===== config.mk =====
export PLATFORM = sky130hd
export DESIGN_NAME = cam_alloc
export DESIGN_NICKNAME = d
export VERILOG_FILES = /design/src/rtl/cam_alloc.sv
export SDC_FILE = /design/constraint.sdc
export NUM_CORES = 1
export LEC_CHECK = 0
export ABC_AREA = 0
export CAP_MARGIN = 30
export CORE_MARGIN = 5
export CORE_UTILIZATION = 25
export DETAILED_ROUTE_END_ITERATION = 16
export PLACE_DENSITY = 0.44
export SETUP_SLACK_MARGIN = 0.02
export SLEW_MARGIN = 20
export SYNTH_ARGS = -nofsm -noshare
export SYNTH_HDL_FRONTEND = slang
export SYNTH_SLANG_ARGS = --single-unit

===== constraint.sdc =====
create_clock -name clk -period 11.15 [get_ports clk]
set_clock_uncertainty 0.05 [all_clocks]
set_input_delay 1.6725 -clock clk [delete_from_list [all_inputs] [get_ports clk]]
set_output_delay 1.6725 -clock clk [all_outputs]
set_load 0.05 [all_outputs]

===== src/rtl/cam_alloc.sv =====
// cam_alloc: multi-port CAM with per-entry payload and self-managed slot
// allocation. Inserts update in place on a key hit, otherwise they allocate a
// victim slot (first invalid slot, then first slot whose NRU bit is clear).
// Lookup results are registered one cycle after the request.
module cam_alloc #(
    parameter int NUM_ENTRIES      = 8,
    parameter int KEY_WIDTH        = 32,
    parameter int DATA_WIDTH       = 32,
    parameter int NUM_LOOKUP_PORTS = 2,
    parameter int INDEX_WIDTH      = $clog2(NUM_ENTRIES)
) (
    input  logic                                    clk,
    input  logic                                    reset,
    input  logic [NUM_LOOKUP_PORTS-1:0]             lookup_en,
    input  logic [NUM_LOOKUP_PORTS*KEY_WIDTH-1:0]   lookup_key,
    output logic [NUM_LOOKUP_PORTS-1:0]             lookup_hit,
    output logic [NUM_LOOKUP_PORTS*INDEX_WIDTH-1:0] lookup_index,
    output logic [NUM_LOOKUP_PORTS*DATA_WIDTH-1:0]  lookup_data,
    input  logic                                    insert_en,
    input  logic [KEY_WIDTH-1:0]                    insert_key,
    input  logic [DATA_WIDTH-1:0]                   insert_data,
    output logic                                    insert_done,
    output logic [INDEX_WIDTH-1:0]                  insert_index,
    input  logic                                    invalidate_en,
    input  logic [KEY_WIDTH-1:0]                    invalidate_key,
    input  logic                                    flush_all
);

    // Table state. Key/data need no reset: they are only observed through valid.
    logic [NUM_ENTRIES-1:0]                 valid_q, valid_d;
    logic [NUM_ENTRIES-1:0]                 nru_q, nru_d;
    logic [NUM_ENTRIES-1:0][KEY_WIDTH-1:0]  key_q;
    logic [NUM_ENTRIES-1:0][DATA_WIDTH-1:0] data_q;

    // Registered outputs.
    logic [NUM_LOOKUP_PORTS-1:0]                  hit_q, hit_d;
    logic [NUM_LOOKUP_PORTS-1:0][INDEX_WIDTH-1:0] idx_q, idx_d;
    logic [NUM_LOOKUP_PORTS-1:0][DATA_WIDTH-1:0]  dat_q, dat_d;
    logic                                         done_q;
    logic [INDEX_WIDTH-1:0]                       iidx_q;

    // Match vectors and allocation results.
    logic [NUM_LOOKUP_PORTS-1:0][NUM_ENTRIES-1:0] lk_match;
    logic [NUM_ENTRIES-1:0] ins_match, inv_match, ins_sel, inv_clr, touched;
    logic [NUM_ENTRIES-1:0] nru_or, nru_upd;
    logic [INDEX_WIDTH-1:0] ins_idx;
    logic                   do_ins, do_inv;

    // Lowest set bit of a slot vector; 0 when the vector is empty.
    function automatic logic [INDEX_WIDTH-1:0] lowest(input logic [NUM_ENTRIES-1:0] v);
        lowest = '0;
        for (int i = NUM_ENTRIES - 1; i >= 0; i--) begin
            if (v[i]) lowest = INDEX_WIDTH'(i);
        end
    endfunction

    // Key comparisons against start-of-cycle table state for every requester.
    always_comb begin
        ins_match = '0;
        inv_match = '0;
        lk_match  = '0;
        for (int e = 0; e < NUM_ENTRIES; e++) begin
            ins_match[e] = valid_q[e] && (key_q[e] == insert_key);
            inv_match[e] = valid_q[e] && (key_q[e] == invalidate_key);
            for (int p = 0; p < NUM_LOOKUP_PORTS; p++) begin
                lk_match[p][e] = lookup_en[p] && valid_q[e] &&
                                 (key_q[e] == lookup_key[p*KEY_WIDTH +: KEY_WIDTH]);
            end
        end
    end

    // Lookup result mux: at most one slot matches, so an AND-OR mux suffices
    // and naturally yields zeros on a miss.
    always_comb begin
        hit_d = '0;
        idx_d = '0;
        dat_d = '0;
        for (int p = 0; p < NUM_LOOKUP_PORTS; p++) begin
            hit_d[p] = |lk_match[p];
            for (int e = 0; e < NUM_ENTRIES; e++) begin
                if (lk_match[p][e]) begin
                    idx_d[p] = idx_d[p] | INDEX_WIDTH'(e);
                    dat_d[p] = dat_d[p] | data_q[e];
                end
            end
        end
    end

    // Slot choice for insert (same-key slot, else victim) and next table state.
    always_comb begin
        do_ins = insert_en && !flush_all;
        do_inv = invalidate_en && !flush_all;

        if (|ins_match)      ins_idx = lowest(ins_match);
        else if (~&valid_q)  ins_idx = lowest(~valid_q);
        else                 ins_idx = lowest(~nru_q);

        ins_sel = '0;
        if (do_ins) ins_sel[ins_idx] = 1'b1;

        // The insert result wins when both target the same slot.
        inv_clr = do_inv ? (inv_match & ~ins_sel) : '0;

        touched = ins_sel;
        for (int p = 0; p < NUM_LOOKUP_PORTS; p++) touched = touched | lk_match[p];

        // NRU saturates to only this cycle's touches once every bit would be set.
        nru_or  = nru_q | touched;
        nru_upd = (&nru_or) ? touched : nru_or;

        if (flush_all) begin
            valid_d = '0;
            nru_d   = '0;
        end else begin
            valid_d = (valid_q | ins_sel) & ~inv_clr;
            nru_d   = nru_upd & ~(inv_clr & ~touched);
        end
    end

    // Control state and registered outputs; reset discards in-flight results.
    always_ff @(posedge clk) begin
        if (reset) begin
            valid_q <= '0;
            nru_q   <= '0;
            hit_q   <= '0;
            idx_q   <= '0;
            dat_q   <= '0;
            done_q  <= 1'b0;
            iidx_q  <= '0;
        end else begin
            valid_q <= valid_d;
            nru_q   <= nru_d;
            hit_q   <= hit_d;
            idx_q   <= idx_d;
            dat_q   <= dat_d;
            done_q  <= do_ins;
            if (do_ins) iidx_q <= ins_idx;
        end
    end

    // Key/payload write for the selected slot.
    always_ff @(posedge clk) begin
        if (!reset && do_ins) begin
            key_q[ins_idx]  <= insert_key;
            data_q[ins_idx] <= insert_data;
        end
    end

    assign lookup_hit   = hit_q;
    assign lookup_index = idx_q;
    assign lookup_data  = dat_q;
    assign insert_done  = done_q;
    assign insert_index = iidx_q;

`ifndef SYNTHESIS
    logic dup_found;

    // Two valid slots with equal keys means the allocation logic is broken.
    always_comb begin
        dup_found = 1'b0;
        for (int a = 0; a < NUM_ENTRIES; a++) begin
            for (int b = a + 1; b < NUM_ENTRIES; b++) begin
                if (valid_q[a] && valid_q[b] && key_q[a] == key_q[b]) dup_found = 1'b1;
            end
        end
    end

    // Stop simulation as soon as a duplicate key is present.
    always_ff @(posedge clk) begin
        if (!reset && dup_found) begin
            $error("cam_alloc: duplicate valid keys in table");
            $finish;
        end
    end
`endif

endmodule


==> metrics <==
Mapped Area 0.0333 sq mm; Critical Path Start Type input pin; Ports 243; switch share 0.262; initial antenna violation count 11; fill count 13400; total wire length 191000 microns; CP arrival 6.47 ns; Post-synth EDFFs 512; Final min period 6.23 ns; global-route wire length before repair 248000 microns; worst reg2reg endpoint data_q[116]$_DFFE_PP_; #FFs+latches synth 604; die width 375 microns; GRT overflow 0; Primary FF master, synth edfxtp_1; CTS Buffer Depth 3; DR vias/cell 5.54; Pre-Repair DR Iteration Count 7; Final HPWL DP 133000 microns; TritonCTS clock tree done; Final nets 3157; Crit Path Class in -> reg; sw power 1480 uW; most frequent cells in the layout xor2_1, edfxtp_1, xnor2_1; routability cong. 1.01; r2r setup slk 6.23 ns; post-synth top area cell edfxtp_1; share of the synthesized area in the top cell type 0.461; clk root buf clkbuf_16; Final Cycle Share 0.558; number of H-tree levels 3; Hold Vio Cnt, Final 0; Reg2Reg Depth 10; status completed; share of layout cells above drive strength 1 0.112; vias in the first global route 25000; LEAKAGE 0.0130 uW; HP Class reg -> reg; via count 26700; crit path max fanout 26; max cap viols 0; Die Ht 375 microns; Critical path destination data_q[116]$_DFFE_PP_; Logic pwr share 0.105; VDD IR max 0.0000938 V; Iter 0 DRT Violations 3890; fmax 0.161 GHz; Yosys warnings 0; final setup fails 0; initial core utilization 0.251; Place WS 4.23 ns; Core Footprint 0.133 sq mm; Cell variety after synth 68; Setup Buffers After CTS 0; PostCTS Resize Cnt 0; clock power share 0.456; port bufs 242; worst flop-to-flop path startpoint key_q[253]$_DFFE_PP_; dominant cells by area after synthesis edfxtp_1, xor2_1, xnor2_1, dfxtp_1, nor4_1; Worst Path Required 11.39 ns; Sequential Power Share 0.438; worst skew pair latency 0.69 ns; Mapped Nets 2875; max-slew violations 0; DRC 0; Async SR Flop Fraction 0; die area 0.141 sq mm; clock sink count 604; cts hold-fix bufs 0; commonest non-fill, non-tap cell in the layout xor2_1; PwrDens 138 mW/mm^2; RSZ-0062 raised after global routing no; TritonCTS Buffers 72; setup ws final 4.92 ns; crit path launch insert_key[11]; actual slew at the worst max-slew pin 1.11 ns; Mapped Avg Cell Area 12.3 sq um; Post-Synthesis Cells 2708; Setup TNS 0 ns; pin count of the biggest net entering global routing 48; Cell Int Power 4150 uW; row cnt 134; Reg clk slew, reported paths 0.06 ns; Worst slew margin 0.257; GR Util All Layers 0.261; P&R area growth vs syn 22.5%; wire per inst 39.7 microns; antenna-violating nets left 0; sequential fraction of the synthesis area 0.517; Crit. End Element flip-flop
## synth_stat cells (all sizes together) (3+ instances only)
cell	instances
or2	3
xnor2	301
a22o	64
o211ai	12
xor2	716
a21oi	21
nor4	206
a31oi	73
inv	11
nor3	16
nand2b	3
clkbuf	82
nand4b	3
a22oi	129
nand3	19
buf	120
edfxtp	512
nand2	44
nand4	123
or4	19
dfxtp	92
a221oi	64
o21ai	11
nor2	33
## stage by stage
stage | cell area, sq um | power [uW] | cells | util | hold WS (ns)
final | 40800 | 5630 | 4819 | 0.307 | 0.405
after global routing | 40800 | 5760 | 4818 | 0.307 | 0.425
after CTS | 40800 | 5650 | 4813 | 0.307 | 0.407
after detailed placement | 38300 | 3080 | 4680 | 0.288 | 0.399
after global placement | 38200 | 3090 | 4672 | 0.287 | 0.392
after floorplan | 33300 | 2770 | 2708 | - | 0.438
## how the worst min path moves through the flow
stage	startpoint	end	slack (ns)	depth (start not counted)
floorplan	nru_q[7]$_SDFF_PP0_	nru_q[7]$_SDFF_PP0_	0.44	2
global placement	insert_index[1]$_SDFFE_PP0P_	insert_index[1]$_SDFFE_PP0P_	0.39	2
detailed placement	insert_index[1]$_SDFFE_PP0P_	insert_index[1]$_SDFFE_PP0P_	0.40	2
CTS	insert_index[1]$_SDFFE_PP0P_	insert_index[1]$_SDFFE_PP0P_	0.41	2
global route	insert_index[1]$_SDFFE_PP0P_	insert_index[1]$_SDFFE_PP0P_	0.43	2
finish	insert_index[1]$_SDFFE_PP0P_	insert_index[1]$_SDFFE_PP0P_	0.41	2
## layout make-up
type                    count  area (sq um)  share of cell area
multi-input cells        1891         15100               0.371
repair buffers            410          3680              0.0900
well taps                1768          2210              0.0542
clock buffers              92          1960              0.0480
flip-flops and latches    604         17200               0.422
clock inverters            41           582              0.0143
inverters                  11          41.3             0.00101
diodes                      2          5.00            0.000123
## cells by family (layout without fill, tap and decap cells)
| logic type | count (synthesis) | after routing | share of synthesized area |
|---|---|---|---|
| xor+xnor | 1017 | 1017 | 0.268 |
| flops | 604 | 604 | 0.517 |
| simple gates | 480 | 480 | 0.0904 |
| compound gates | 392 | 392 | 0.0907 |
| buf+inv | 213 | 554 | 0.0336 |
| mux | 2 | 2 | 0.000638 |
| other cells | 0 | 2 | 0 |
## sequential cells by signal (all words and copies together), names as in the netlist
name	count
insert_done	1
lookup_index	6
key_q	256
insert_index	3
valid_q	8
lookup_hit	2
lookup_data	64
data_q	256
nru_q	8
## metal layers
layer,vias to the layer above,global-route usage,part of all wire
met5,-,0,0.00014
met4,4,0.0647,0.029
met3,259,0.0800,0.12
met2,1885,0.370,0.41
met1,13900,0.386,0.45
li1,10700,-,-
## power by group through the flow
stage               Sequential [uW]  Clock, uW  Combinational, uW
detailed placement             2520          0                566
floorplan                      2510          0                254
global placement               2520          0                571
CTS                            2470       2610                568
global route                   2470       2700                591
finish                         2470       2570                594
## critical path: stages
cell and delay (ns):
clkdlybuf4s50_1 0.82, buf_4 0.38, xor2_1 0.11, nor4_1 0.48, nand2_1 0.25, or4_1 0.70, nand4_1 0.19, a2bb2oi_1 0.11
nor3_1 0.39, nand2_1 0.20, nor2_4 0.59, buf_4 0.54
No activity file was read; power rests on OpenSTA's default activity.
